==> config.mk <==
export PLATFORM = sky130hd
export DESIGN_NAME = spectrum_fb_writer_flat
export DESIGN_NICKNAME = d
export VERILOG_FILES = /design/src/rtl/spectrum_fb_writer_pkg.sv /design/src/rtl/spectrum_fb_writer_if.sv /design/src/rtl/spectrum_fb_writer_raster_cnt.sv /design/src/rtl/spectrum_fb_writer.sv /design/src/flat_wrapper.sv
export SDC_FILE = /design/constraint.sdc
export NUM_CORES = 1
export LEC_CHECK = 0
export BUFFER_PORTS_ARGS = -buffer_cell sky130_fd_sc_hd__buf_2
export CORE_MARGIN = 10
export CORE_UTILIZATION = 51
export CTS_CLUSTER_DIAMETER = 50
export DETAILED_ROUTE_END_ITERATION = 10
export PLACE_DENSITY_LB_ADDON = 0.05
export SYNTH_ARGS = -nofsm -noshare
export SYNTH_HDL_FRONTEND = slang
export SYNTH_SLANG_ARGS = --single-unit
==> constraint.sdc <==
create_clock -name clk -period 3.5 [get_ports clk]
set_clock_uncertainty 0.05 [all_clocks]
set_input_delay 0.175 -clock clk [delete_from_list [all_inputs] [get_ports clk]]
set_output_delay 0.175 -clock clk [all_outputs]
set_load 0.05 [all_outputs]
==> src/rtl/spectrum_fb_writer_pkg.sv <==
// Shared types, colours and address helpers for the spectrum bar-graph framebuffer writer.
package spectrum_pkg;

  typedef enum logic [1:0] {
    ST_IDLE,
    ST_LOAD,
    ST_RENDER,
    ST_DONE
  } state_t;

  localparam logic [15:0] RGB_GREEN = 16'h07E0;
  localparam logic [15:0] RGB_BLACK = 16'h0000;
  localparam logic [15:0] RGB_WHITE = 16'hFFFF;

  localparam int unsigned FB_ROW_SHIFT = 10;

  // Rows are 1 KiB apart; pixels are 2 bytes, so x must stay below 512.
  function automatic logic [31:0] fb_offset(input logic [7:0] y, input logic [8:0] x);
    return ({24'd0, y} << FB_ROW_SHIFT) | ({23'd0, x} << 1);
  endfunction

  function automatic logic [7:0] clamp_height(input logic [7:0] top, input logic [7:0] v_res);
    return (top > v_res) ? v_res : top;
  endfunction

endpackage

==> src/rtl/spectrum_fb_writer_if.sv <==
// Magnitude stream and Avalon-MM write bus bundles used by spectrum_fb_writer.
interface spectrum_bin_if #(
  parameter int MAG_W = 16
);
  logic             bin_valid;
  logic             bin_ready;
  logic [MAG_W-1:0] bin_mag;

  modport master (output bin_valid, output bin_mag, input bin_ready);
  modport slave  (input bin_valid, input bin_mag, output bin_ready);
endinterface

interface spectrum_avm_if;
  logic [31:0] avm_address;
  logic        avm_write;
  logic [15:0] avm_writedata;
  logic [1:0]  avm_byteenable;
  logic        avm_waitrequest;

  modport master (output avm_address, output avm_write, output avm_writedata,
                  output avm_byteenable, input avm_waitrequest);
  modport slave  (input avm_address, input avm_write, input avm_writedata,
                  input avm_byteenable, output avm_waitrequest);
endinterface

==> src/rtl/spectrum_fb_writer_raster_cnt.sv <==
// Raster walker: x/y position plus incremental bar index and column-within-bar, so no divider is needed.
module spectrum_raster_cnt #(
  parameter int NUM_BARS = 32,
  parameter int BAR_W    = 10,
  parameter int H_RES    = 320,
  parameter int V_RES    = 240
) (
  input  logic       clk,
  input  logic       reset_n,
  input  logic       i_clear,
  input  logic       i_advance,
  output logic [8:0] o_x,
  output logic [7:0] o_y,
  output logic [8:0] o_bar,
  output logic       o_last,
  output logic       o_in_bar
);

  localparam int COL_W = (BAR_W > 1) ? $clog2(BAR_W) : 1;

  logic [8:0]       r_x;
  logic [7:0]       r_y;
  logic [8:0]       r_bar;
  logic [COL_W-1:0] r_col;
  logic             w_row_end;
  logic             w_bar_end;

  assign w_row_end = (r_x == 9'(H_RES - 1));
  assign w_bar_end = (r_col == COL_W'(BAR_W - 1));

  always_ff @(posedge clk or negedge reset_n) begin
    if (!reset_n) begin
      r_x   <= '0;
      r_y   <= '0;
      r_bar <= '0;
      r_col <= '0;
    end else if (i_clear) begin
      r_x   <= '0;
      r_y   <= '0;
      r_bar <= '0;
      r_col <= '0;
    end else if (i_advance) begin
      if (w_row_end) begin
        r_x   <= '0;
        r_bar <= '0;
        r_col <= '0;
        r_y   <= o_last ? '0 : r_y + 8'd1;
      end else begin
        r_x <= r_x + 9'd1;
        if (w_bar_end) begin
          r_col <= '0;
          r_bar <= r_bar + 9'd1;
        end else begin
          r_col <= r_col + COL_W'(1);
        end
      end
    end
  end

  assign o_x      = r_x;
  assign o_y      = r_y;
  assign o_bar    = r_bar;
  assign o_last   = w_row_end && (r_y == 8'(V_RES - 1));
  assign o_in_bar = (r_bar < 9'(NUM_BARS));

endmodule

==> src/rtl/spectrum_fb_writer.sv <==
// Loads NUM_BARS magnitudes, then writes one full bar-graph frame to SDRAM in raster order.
// Optional SPECTRUM_PEAK_HOLD_EN adds a decaying white peak marker per bar.
module spectrum_fb_writer
  import spectrum_pkg::*;
#(
  parameter int          NUM_BARS = 32,
  parameter int          BAR_W    = 10,
  parameter int          H_RES    = 320,
  parameter int          V_RES    = 240,
  parameter int          MAG_W    = 16,
  parameter logic [31:0] FB_BASE  = 32'h0000_0000,
  parameter logic [15:0] BAR_RGB  = RGB_GREEN,
  parameter logic [15:0] BG_RGB   = RGB_BLACK
) (
  input  logic                 clk,
  input  logic                 reset_n,
  input  logic                 frame_start,
  spectrum_bin_if.slave        bin,
  spectrum_avm_if.master       avm,
  output logic                 busy,
  output logic                 frame_done
);

  localparam int IDX_W = (NUM_BARS > 1) ? $clog2(NUM_BARS) : 1;

  state_t           r_state;
  state_t           w_state_next;
  logic [IDX_W-1:0] r_idx;
  logic [7:0]       r_height [NUM_BARS];

  logic       w_bin_ready;
  logic       w_avm_write;
  logic       w_busy;
  logic       w_frame_done;
  logic       w_start;
  logic       w_beat;
  logic       w_last_beat;
  logic       w_accept;
  logic [7:0] w_mag_top;
  logic [7:0] w_new_h;

  logic [8:0]       w_x;
  logic [7:0]       w_y;
  logic [8:0]       w_bar;
  logic             w_last_px;
  logic             w_in_bar;
  logic [IDX_W-1:0] w_bar_idx;
  logic [7:0]       w_row;
  logic [7:0]       w_h_sel;
  logic             w_is_bar;
  logic             w_is_peak;
  logic [15:0]      w_colour;

  assign w_start     = (r_state == ST_IDLE) && frame_start;
  assign w_beat      = bin.bin_valid && w_bin_ready;
  assign w_last_beat = (r_idx == IDX_W'(NUM_BARS - 1));
  assign w_accept    = w_avm_write && !avm.avm_waitrequest;
  // Top byte of the magnitude is the height in pixels.
  assign w_mag_top   = 8'(bin.bin_mag >> (MAG_W - 8));
  assign w_new_h     = clamp_height(w_mag_top, 8'(V_RES));

  always_ff @(posedge clk or negedge reset_n) begin
    if (!reset_n) r_state <= ST_IDLE;
    else          r_state <= w_state_next;
  end

  always_comb begin
    w_state_next = r_state;
    w_bin_ready  = 1'b0;
    w_avm_write  = 1'b0;
    w_busy       = 1'b1;
    w_frame_done = 1'b0;
    unique case (r_state)
      ST_IDLE: begin
        w_busy = 1'b0;
        if (frame_start) w_state_next = ST_LOAD;
      end
      ST_LOAD: begin
        w_bin_ready = 1'b1;
        if (bin.bin_valid && w_last_beat) w_state_next = ST_RENDER;
      end
      ST_RENDER: begin
        w_avm_write = 1'b1;
        if (!avm.avm_waitrequest && w_last_px) w_state_next = ST_DONE;
      end
      ST_DONE: begin
        w_frame_done = 1'b1;
        w_state_next = ST_IDLE;
      end
      default: w_state_next = ST_IDLE;
    endcase
  end

  always_ff @(posedge clk or negedge reset_n) begin
    if (!reset_n) begin
      r_idx <= '0;
      for (int i = 0; i < NUM_BARS; i++) r_height[i] <= '0;
    end else begin
      if (w_start)     r_idx <= '0;
      else if (w_beat) r_idx <= r_idx + 1'b1;
      if (w_beat) r_height[r_idx] <= w_new_h;
    end
  end

  spectrum_raster_cnt #(
    .NUM_BARS (NUM_BARS),
    .BAR_W    (BAR_W),
    .H_RES    (H_RES),
    .V_RES    (V_RES)
  ) u_raster (
    .clk       (clk),
    .reset_n   (reset_n),
    .i_clear   (w_start),
    .i_advance (w_accept),
    .o_x       (w_x),
    .o_y       (w_y),
    .o_bar     (w_bar),
    .o_last    (w_last_px),
    .o_in_bar  (w_in_bar)
  );

  assign w_bar_idx = IDX_W'(w_bar);
  assign w_row     = 8'(V_RES - 1) - w_y;
  assign w_h_sel   = r_height[w_bar_idx];
  assign w_is_bar  = w_in_bar && (w_row < w_h_sel);

`ifdef SPECTRUM_PEAK_HOLD_EN
  logic [7:0] r_peak    [NUM_BARS];
  logic [7:0] w_h_eff   [NUM_BARS];
  logic [7:0] w_pk_dec  [NUM_BARS];
  logic [7:0] w_pk_sel;
  logic       w_enter_render;

  assign w_enter_render = w_beat && w_last_beat;

  // The last bar's height lands in the same cycle the peaks update, so bypass it.
  for (genvar gi = 0; gi < NUM_BARS; gi++) begin : g_peak
    assign w_h_eff[gi]  = (w_beat && (r_idx == IDX_W'(gi))) ? w_new_h : r_height[gi];
    assign w_pk_dec[gi] = (r_peak[gi] == 8'd0) ? 8'd0 : r_peak[gi] - 8'd1;
  end

  always_ff @(posedge clk or negedge reset_n) begin
    if (!reset_n) begin
      for (int i = 0; i < NUM_BARS; i++) r_peak[i] <= '0;
    end else if (w_enter_render) begin
      for (int i = 0; i < NUM_BARS; i++)
        r_peak[i] <= (w_h_eff[i] > w_pk_dec[i]) ? w_h_eff[i] : w_pk_dec[i];
    end
  end

  assign w_pk_sel  = r_peak[w_bar_idx];
  assign w_is_peak = w_in_bar && (w_pk_sel != 8'd0) && (w_row == w_pk_sel - 8'd1);
`else
  assign w_is_peak = 1'b0;
`endif

  assign w_colour = w_is_peak ? RGB_WHITE : (w_is_bar ? BAR_RGB : BG_RGB);

  assign bin.bin_ready      = w_bin_ready;
  assign avm.avm_write      = w_avm_write;
  assign avm.avm_address    = FB_BASE + fb_offset(w_y, w_x);
  assign avm.avm_writedata  = (r_state == ST_RENDER) ? w_colour : 16'h0000;
  assign avm.avm_byteenable = 2'b11;
  assign busy               = w_busy;
  assign frame_done         = w_frame_done;

endmodule

==> src/flat_wrapper.sv <==
// flat-port wrapper written by rule: the top's interface ports become plain ports
module spectrum_fb_writer_flat import spectrum_pkg::*;
#(
  parameter int          NUM_BARS = 32,
  parameter int          BAR_W    = 10,
  parameter int          H_RES    = 320,
  parameter int          V_RES    = 240,
  parameter int          MAG_W    = 16,
  parameter logic [31:0] FB_BASE  = 32'h0000_0000,
  parameter logic [15:0] BAR_RGB  = RGB_GREEN,
  parameter logic [15:0] BG_RGB   = RGB_BLACK
)
  (clk, reset_n, frame_start, busy, frame_done, bin_bin_valid, bin_bin_mag, bin_bin_ready, avm_avm_address, avm_avm_write, avm_avm_writedata, avm_avm_byteenable, avm_avm_waitrequest);
  spectrum_bin_if #(.MAG_W(MAG_W)) bin_i ();
  spectrum_avm_if avm_i ();
  input  logic clk;
  input  logic reset_n;
  input  logic frame_start;
  output logic busy;
  output logic frame_done;
  input wire logic [$bits(bin_i.bin_valid)-1:0] bin_bin_valid;
  input wire logic [$bits(bin_i.bin_mag)-1:0] bin_bin_mag;
  output wire logic [$bits(bin_i.bin_ready)-1:0] bin_bin_ready;
  output wire logic [$bits(avm_i.avm_address)-1:0] avm_avm_address;
  output wire logic [$bits(avm_i.avm_write)-1:0] avm_avm_write;
  output wire logic [$bits(avm_i.avm_writedata)-1:0] avm_avm_writedata;
  output wire logic [$bits(avm_i.avm_byteenable)-1:0] avm_avm_byteenable;
  input wire logic [$bits(avm_i.avm_waitrequest)-1:0] avm_avm_waitrequest;
  assign bin_i.bin_valid = bin_bin_valid;
  assign bin_i.bin_mag = bin_bin_mag;
  assign bin_bin_ready = bin_i.bin_ready;
  assign avm_avm_address = avm_i.avm_address;
  assign avm_avm_write = avm_i.avm_write;
  assign avm_avm_writedata = avm_i.avm_writedata;
  assign avm_avm_byteenable = avm_i.avm_byteenable;
  assign avm_i.avm_waitrequest = avm_avm_waitrequest;
  spectrum_fb_writer #(.NUM_BARS(NUM_BARS), .BAR_W(BAR_W), .H_RES(H_RES), .V_RES(V_RES), .MAG_W(MAG_W), .FB_BASE(FB_BASE), .BAR_RGB(BAR_RGB), .BG_RGB(BG_RGB)) u_core (.clk(clk), .reset_n(reset_n), .frame_start(frame_start), .bin(bin_i), .avm(avm_i), .busy(busy), .frame_done(frame_done));
endmodule
; Yosys cells after proc, flatten, opt, wreduce, memory -nomap -nowiden
; Index checks and enable logic that the tools add are counted.
[totals]
ff_bits = 293
in_bits = 21
out_inout_bits = 54
wordCells = 114
[classes]
addsub = 6
order_cmp = 6
eq_ne = 10
muxes = 34
bitwise = 3
n_reduce_logical = 17
[ops]
columns = operator, n
row1 = bitwise mux 256 bit, 1
row2 = two-way mux 8 bit, 8
row3 = two-way mux 9 bit, 7
row4 = binary-select mux 8 bit (select 5 bit), 1
row5 = demux 8 bit (select 5 bit), 1
row6 = adder 9 x 1 -> 9 bit (second input constant), 2
row7 = bitwise OR 18 x 10 -> 18 bit, 1
row8 = two-way mux 16 bit, 1
row9 = two-way mux 4 bit, 4
row10 = greater-or-equal comparator 6 bit (second input constant), 2
row11 = NOT 5 -> 6 bit, 2
row12 = two-way mux 11 bit, 1
row13 = two-way mux 5 bit, 2
row14 = == test 9 bit (second input constant), 1
row15 = less-than comparator 9 x 6 -> 1 bit (second input constant), 1
row16 = adder 8 x 1 -> 8 bit (second input constant), 1
row17 = == test 8 bit (second input constant), 1
row18 = greater-than comparator 8 bit (second input constant), 1
row19 = logical AND 1 bit, 8
row20 = less-than comparator 8 bit, 1
row21 = one-hot mux 2 bit (4 select lines), 1
row22 = subtractor 8 bit (first input constant), 1
row23 = less-than comparator 6 x 1 -> 1 bit (second input constant), 1
row24 = two-way mux 2 bit, 3
row25 = other kinds (15), 23

; Depth between registers and ports, before layout
; Gate-level depths: netlist of the first run.
[logic_depth]
word_depth = 8
mapped_depth = 12
ltp_nobuf = 9

; Modules after synthesis
; A second synthesis of the first run with hierarchy kept.
[hier_totals]
cells_unflattened = 1115
area_unflattened_um2 = 14292.5
[modules_own_cells]
columns = module, n_inst, cells_per_inst, area_per_inst_um2
row1 = spectrum_fb_writer, 1, 927, 12568.3
row2 = spectrum_raster_cnt, 1, 188, 1724.2

; Worst setup path after synthesis of the first run
; Ideal clock, no wire load.
[synth_path]
path_type = register -> output
startpoint = register u_core.u_raster.r_bar[1], in the netlist u_core.u_raster.o_bar[1]
endpoint = output avm_avm_writedata[10]
arrival_time_ns = 3.466
slack_ns = -0.191
path_stages_with_launch = 13
cell_sequence = dfrtp_1 -> buf_2 -> buf_1 -> mux4_2 -> mux4_2 -> mux2i_1 -> ha_1 -> nand2_1 -> and4b_1 -> o21ai_0 -> nor3_1 -> a41o_1 -> buf_4
[synth_between]
elab_chain_cells = 8
elab_cells_between_ends = 9
cone_classes = order compare: 2 / mux: 5 / bitwise: 1 / reduce/logical: 1
[synth_rtl]
columns = element, line_no
row1 = start: declaration, spectrum_fb_writer_raster_cnt.sv:23  ; logic [8:0] r_bar;
row2 = start signal: assignment, spectrum_fb_writer_raster_cnt.sv:52  ; r_bar <= r_bar + 9'd1;
row3 = NOT 5 -> 6 bit (implied by the code), spectrum_fb_writer.sv:124  ; assign w_h_sel = r_height[w_bar_idx];
row4 = binary-select mux 8 bit (select 5 bit), spectrum_fb_writer.sv:124
row5 = two-way mux 8 bit (implied by the code) (2 in series), spectrum_fb_writer.sv:124
row6 = less-than comparator 8 bit, spectrum_fb_writer.sv:125  ; assign w_is_bar = w_in_bar && (w_row < w_h_sel);
row7 = logical AND 1 bit *, spectrum_fb_writer.sv:125
row8 = two-way mux 11 bit *, spectrum_fb_writer.sv:157  ; assign w_colour = w_is_peak ? RGB_WHITE : (w_is_bar ? BAR_RGB : BG_RGB);
row9 = two-way mux 16 bit *, spectrum_fb_writer.sv:162  ; assign avm.avm_writedata = (r_state == ST_RENDER) ? w_colour : 16'h0000;
row10 = end: declaration, flat_wrapper.sv:26  ; output wire logic [$bits(avm_i.avm_writedata)-1:0] avm_avm_writedata;
; Every way passes the cells marked *; elsewhere a longest branch is shown, timed or not. The select of a mux whose other input is x is not followed.

; Worst setup path after layout of the first run
[layout_path]
startpoint = register u_core.u_raster.r_bar[0], in the netlist u_core.u_raster.o_bar[0]
endpoint = output avm_avm_writedata[10]
; The elaborated chain is that of the path after synthesis.

==> results of run 1 <==
[worst paths after layout]
| check | endpoint | slack (ps) | from | cells after the start |
|---|---|---|---|---|
| setup / recovery | avm_avm_writedata[10] | -500 | u_core.u_raster.o_bar[0]$_DFFE_PN0P_ | 11 |
| hold / removal | u_core.r_state[0]$_DFFE_PN0P_ | 110 | frame_start | 4 |
| setup reg to reg | u_core.r_height[39]$_DFFE_PN0P_ | 920 | u_core.r_state[1]$_DFFE_PN0P_ | 6 |
| hold reg to reg | u_core.r_height[194]$_DFFE_PN0P_ | 420 | u_core.r_height[194]$_DFFE_PN0P_ | 2 |
| max in group asynchronous | u_core.r_height[37]$_DFFE_PN0P_ | 2160 | reset_n | 3 |
| min in group asynchronous | u_core.r_height[193]$_DFFE_PN0P_ | 280 | reset_n | 2 |
[stage by stage]
step	hold WS [ps]	instances	instance area, µm²	power [mW]	setup slack, ps
after floorplan	-171	1114	14300	6.85	6.24
after global placement	300	1469	14800	7.50	-16.0
after detailed placement	296	1469	14800	7.58	-84.4
after CTS	101	1554	16400	11.7	-539
after global routing	160	1555	16400	12.3	-629
final	111	1555	16400	11.7	-496
[cells in the final DEF (no fill, tap or decap), drive strengths merged, types with 2 or more instances in the layout]
cell	Yosys	routed
clkbuf	49	52
dfrtp	293	293
nand2b	5	5
a21oi	9	9
nor2b	2	2
nand2	117	117
o22ai	2	2
or4	3	3
and2	7	7
nand3	18	18
nor2	47	47
buf	52	102
nand3b	7	7
mux2i	21	21
nor3	7	7
a211oi	3	3
o21ai	86	86
o31ai	4	4
bufinv	0	4
mux2	192	192
clkinv	0	8
inv	14	14
dlygate4sd3	0	2
ha	25	25
mux4	74	74
conb	2	27
o211ai	5	5
nand4	7	7
clkinvlp	0	2
xnor2	6	6
and3	7	7
xor2	10	10
[layout make-up]
type	instances	area, µm²
sequential	293	7340
fill	2182	10800
clock buffer	52	1090
tap	372	465
timing repair buffer	104	890
inverter	14	52.6
multi-input combinational	706	6390
clock inverter	14	190
[layer usage]
metal,global-route usage [%],vias up
met5,0,-
met4,5.18,0
met3,4.26,45
met2,29.1,208
met1,28.5,4498
li1,-,4010
[what timing repair did]
item / in CTS / in global routing
setup buffers: 16 / 1
endpoints found under the setup margin: 6 / 6
cloned: 1 / 0
gates resized for setup: 22 / 11
pin swaps: 1 / 4
hold buffers: 2 / 0
endpoints found under the hold margin: 117 / 0
[sequential cells by signal, indices dropped and copies added, names as in the netlist]
name	cells
u_core.r_height	256
u_core.r_idx	5
u_core.r_state	2
u_core.u_raster.o_bar	9
u_core.u_raster.o_x	9
u_core.u_raster.o_y	8
u_core.u_raster.r_col	4
[power by group]
group / switching, mW / leakage, nW / internal (mW) / total [mW]
clock network: 1.44 / 0.630 / 2.47 / 3.92
logic: 1.63 / 2.96 / 1.46 / 3.09
registers: 0.493 / 3.97 / 4.20 / 4.69
total: 3.57 / 7.56 / 8.13 / 11.7
[logic make-up after synthesis]
kind of cell | share of synthesized area, %
AO/OA/AOI/OAI | 4.79
XOR/XNOR | 0.989
adder cells (fa/ha/maj) | 2.21
buffers and inverters | 4.18
flip-flops | 51.7
multiplexers | 28.5
other | 0.0530
AND/OR/NAND/NOR | 7.54
[tightest hold or removal path, stage by stage]
cell     delay [ps]
buf_2           110
nor2_1           90
a221o_1         160
mux2i_1          80
==> results.json, run 1 <==
{
  "async_flop_share_pct": 100,
  "vdd.ir_drop.worst_uv": 428,
  "period_share_pct": 114,
  "power_per_cell_area_nw_per_um2": 713,
  "drive_gt1_share_pct": 37.8,
  "crit_family": "multiplexers",
  "synth_commonest_cells": "dfrtp_1, mux2_2, nand2_1, o21ai_0, mux4_2",
  "crit_type": "register to output port",
  "dieHeight_um": 187,
  "core_area_um2": 27200,
  "status": "finished with violations",
  "worstSetupEndpointType": "output port",
  "violations": "negative setup slack",
  "drv_slew": 0,
  "first_pass_iters": 5,
  "dr.max_layer_used": "met4",
  "synth.cell_area_um2": 14200,
  "drt-met1-wl_um": 16400,
  "tns_ps": -2970,
  "synth_warnings": 0,
  "rsz0062_at_grt": "true",
  "syn2layout_area_growth_pct": 15.8,
  "syn_inst": 1089,
  "ys_seq_area_share_pct": 51.7,
  "grt_util_all_layers_pct": 19.6,
  "vias": 8761,
  "die_width_um": 187,
  "synth_area_leader_cell": "dfrtp_1",
  "htreeDepth": 2,
  "io_buffers": 39,
  "wl_per_cell_um": 21.7,
  "num_rows": 60,
  "via_per_inst": 5.63,
  "cts_tree": "built",
  "startpoint_type": "register",
  "synth_cell_type_count": 54,
  "slew_headroom_pct": 34.2,
  "synth_top_area_share_pct": 51.7,
  "ant_nets": 0,
  "hold_class": "input pin to register",
  "drc_errors": 0,
  "setup_viol": 6,
  "max_cap_violations": 0,
  "grt_max_degree": 123,
  "clock-sinks": 293,
  "cts-root-buf": "clkbuf_16",
  "crit_slowest_cell": "mux4_2",
  "diodes": 0,
  "crit_chain": "buf_12, mux4_2, mux4_2, mux2i_2, ha_1, nand2_1, and4b_1, o21ai_2, nor3_2, a41o_4, buf_8",
  "drt_iter0_markers": 499,
  "grt_first_pass_wirelength_um": 54300,
  "crit_fanout": 6,
  "nets": 1201,
  "critPathRequiredTime_ps": 3270,
  "ys_ff_latch": 293,
  "synth_edf_count": 0,
  "fin_util_pct": 60.4,
  "critical_path_buf_inv_count": 2,
  "max_freq_ghz": 0.250,
  "finalWirelength_um": 33800,
  "grt_antenna_before_repair": 1,
  "synth_ff_type": "dfrtp_1",
  "hold_violations": 0,
  "p_leak_nw": 7.56,
  "cts_max_path_buffers": 3,
  "io_pins": 75,
  "worst_pin_slew_ps": 987,
  "start_util_pct": 52.2,
  "arrival_ps": 3770,
  "synthMostInstantiatedCell": "dfrtp_1",
  "met3_length_um": 1940,
  "critPathMaxStageDelay_ps": 550,
  "gr-total-overflow": 0,
  "numCtsBuffers": 36,
  "dieArea_um2": 34900,
  "gp_congestion": 0.824,
  "worst_slack_ps": -496,
  "crit_top_cell": "mux4_2",
  "ys_top_cells_by_area": "dfrtp_1, mux2_2, mux4_2",
  "dp.final_hpwl_um": 22600,
  "syn_avg_cell_area_um2": 13.0,
  "grt_pass1_vias": 9099,
  "clk_pin_slew_ps": 50,
  "met2_length_um": 14800,
  "final_period_minus_worst_setup_slack_ps": 4000,
  "clk_latency_ps": 510
}
Power figures use the tool's default switching activity.
==> inputs of run 2 (changes only) <==
--- a/config.mk
+++ b/config.mk
@@ -6,8 +6,10 @@
 export NUM_CORES = 1
 export LEC_CHECK = 0
 export BUFFER_PORTS_ARGS = -buffer_cell sky130_fd_sc_hd__buf_2
+export CELL_PAD_IN_SITES_DETAIL_PLACEMENT = 0
+export CELL_PAD_IN_SITES_GLOBAL_PLACEMENT = 2
 export CORE_MARGIN = 10
-export CORE_UTILIZATION = 51
+export CORE_UTILIZATION = 43
 export CTS_CLUSTER_DIAMETER = 50
 export DETAILED_ROUTE_END_ITERATION = 10
 export PLACE_DENSITY_LB_ADDON = 0.05
==> run 2 against run 1 <==
Against the previous run:
- the flow still finishes with violations (negative setup slack)
- setup slack improved by 9.3 ps
- largest power group unchanged
- sequential power about the same
- clock power is 3% higher
- design area is 0.48% higher
- sequential share of layout area down 0.23 points
==> results.json, run 2 (same netlist as run 1, synthesis figures left out) <==
{
  "place_area_um2": 14900,
  "arrival_ps": 3760,
  "dieArea_um2": 40600,
  "timing.rr.start": "u_core.r_state[1]$_DFFE_PN0P_",
  "crit_chain": "buf_12, mux4_2, mux4_2, mux2i_2, ha_1, a21oi_1, o21ai_2, nor3_2, a41o_2, buf_12, buf_12",
  "cts_max_path_buffers": 3,
  "io_pins": 75,
  "hold_class": "input pin to register",
  "htreeDepth": 2,
  "final_period_minus_worst_setup_slack_ps": 3990,
  "grt_first_pass_wirelength_um": 57800,
  "rsz0062_at_grt": "true",
  "core_area_um2": 32500,
  "drc_errors": 0,
  "gr-total-overflow": 0,
  "die_width_um": 202,
  "num_rows": 66,
  "startpoint_type": "register",
  "wl_per_cell_um": 22.9,
  "mostFrequentLayoutCell": "dfrtp_1",
  "dieHeight_um": 202,
  "min_from": "frame_start",
  "worstSetupEndpointType": "output port",
  "worst_pin_slew_ps": 887,
  "finalWirelength_um": 37000,
  "dp.final_hpwl_um": 24800,
  "layout_common_cells": "dfrtp_1, mux2_2, nand2_1",
  "r2r_setup_slack_ps": 790,
  "diodes": 0,
  "ant_nets": 0,
  "crit_fanout": 13,
  "min_delay_path_depth": 4,
  "vdd.ir_drop.worst_uv": 307,
  "clock-sinks": 293,
  "period_share_pct": 114,
  "worstSetupStartpoint": "u_core.u_raster.o_bar[0]$_DFFE_PN0P_",
  "max_cap_violations": 0,
  "tns_ps": -2920,
  "top_register": "u_core.r_height",
  "drt_iter0_markers": 494,
  "worst_slack_ps": -487,
  "crit_top_cell": "buf_12",
  "grt_max_degree": 87,
  "critPathRequiredTime_ps": 3270,
  "critPathMaxStageDelay_ps": 560,
  "whs_ps": 95.8,
  "drive_gt1_share_pct": 37.4,
  "cts_tree": "built",
  "first_pass_iters": 5,
  "clk_pin_slew_ps": 60,
  "rr_worst_depth": 7,
  "hold_violations": 0,
  "via_per_inst": 5.46,
  "grt_antenna_before_repair": 1,
  "io_buffers": 39,
  "numCtsBuffers": 39,
  "max_freq_ghz": 0.251,
  "r2r_end": "u_core.r_height[154]$_DFFE_PN0P_",
  "gp_congestion": 0.754,
  "whs_endpoint": "u_core.r_state[0]$_DFFE_PN0P_",
  "syn2layout_area_growth_pct": 16.4,
  "setup_viol": 6,
  "vias": 8810,
  "grt_util_all_layers_pct": 18.3,
  "violations": "negative setup slack",
  "status": "finished with violations",
  "nets": 1191,
  "slew_headroom_pct": 40.6,
  "drv_slew": 0,
  "p_leak_nw": 7.52,
  "crit_type": "register to output port",
  "largest_reg_flops": 256,
  "power_per_cell_area_nw_per_um2": 722,
  "design_area_um2": 16500,
  "clk_latency_ps": 520,
  "crit_slowest_cell": "mux4_2",
  "grt_pass1_vias": 9078,
  "start_util_pct": 43.6,
  "cts-root-buf": "clkbuf_16"
}
==> run 2: cell types whose count changed in the layout (fill, tap and decap cells not counted), sizes merged <==
cell and delta:
bufinv -1, inv +5, clkinvlp +1, clkinv -3
buf -13
==> run 2: cell type report <==
type,instances,area [µm²]
Clock inverter,16,184
Sequential cell,293,7340
Tap cell,442,553
Fill cell,2913,16000
Clock buffer,52,1130
Inverter,14,52.6
Timing Repair Buffer,91,858
Multi-Input combinational cell,706,6380
==> run 2: worst max-delay path by stage <==
stage	endpoint	slack, ps
detailed placement	avm_avm_writedata[8]	-90
CTS	avm_avm_writedata[8]	-560
global placement	avm_avm_writedata[10]	-90
floorplan	avm_avm_writedata[10]	6
global route	avm_avm_writedata[6]	-650
finish	avm_avm_writedata[6]	-490
==> run 2: power by group <==
part	switching [mW]	internal, mW	total, mW	leakage, nW
sequential	0.484	4.20	4.68	3.97
clock	1.54	2.50	4.04	0.641
combinational	1.67	1.52	3.19	2.91
==> run 2: metal layers <==
metal / share of wire (%) / up-vias / track usage, %
met2: 46 / 142 / 28.4
li1: - / 3982 / -
met4: 1.6 / 0 / 3.89
met1: 49 / 4648 / 26.6
met3: 3.7 / 38 / 2.84
met5: 0 / - / 0
==> run 2: timing repair <==
| item | CTS | global route |
|---|---|---|
| endpoints found under the setup margin | 6 | 6 |
| pin swaps | 2 | 6 |
| gates resized for setup | 36 | 10 |
| endpoints found under the hold margin | 81 | 0 |
| hold buffers | 2 | 0 |
| cloned | 2 | 0 |
| setup buffers | 2 | 2 |
==> run 2: stage by stage <==
stage	worst slack [ps]	power (mW)	utilization (%)	std cells
6_report	-487	11.9	50.7	1614
5_1_grt	-654	12.6	50.7	1614
4_1_cts	-560	12.0	50.6	1613
3_5_place_dp	-90.5	7.64	45.8	1539
3_3_place_gp	-88.4	7.58	45.8	1539
2_1_floorplan	6.24	6.85	-	1114
==> run 2: worst max-delay path, delay by kind of cell (launching register included) <==
kind	cells	cell delay, ps
AOI/OAI and AO/OA	3	470
adders and majority gates	1	290
buffers and inverters	3	470
DFF	1	510
muxes	3	1330
and+or+nand+nor	1	150
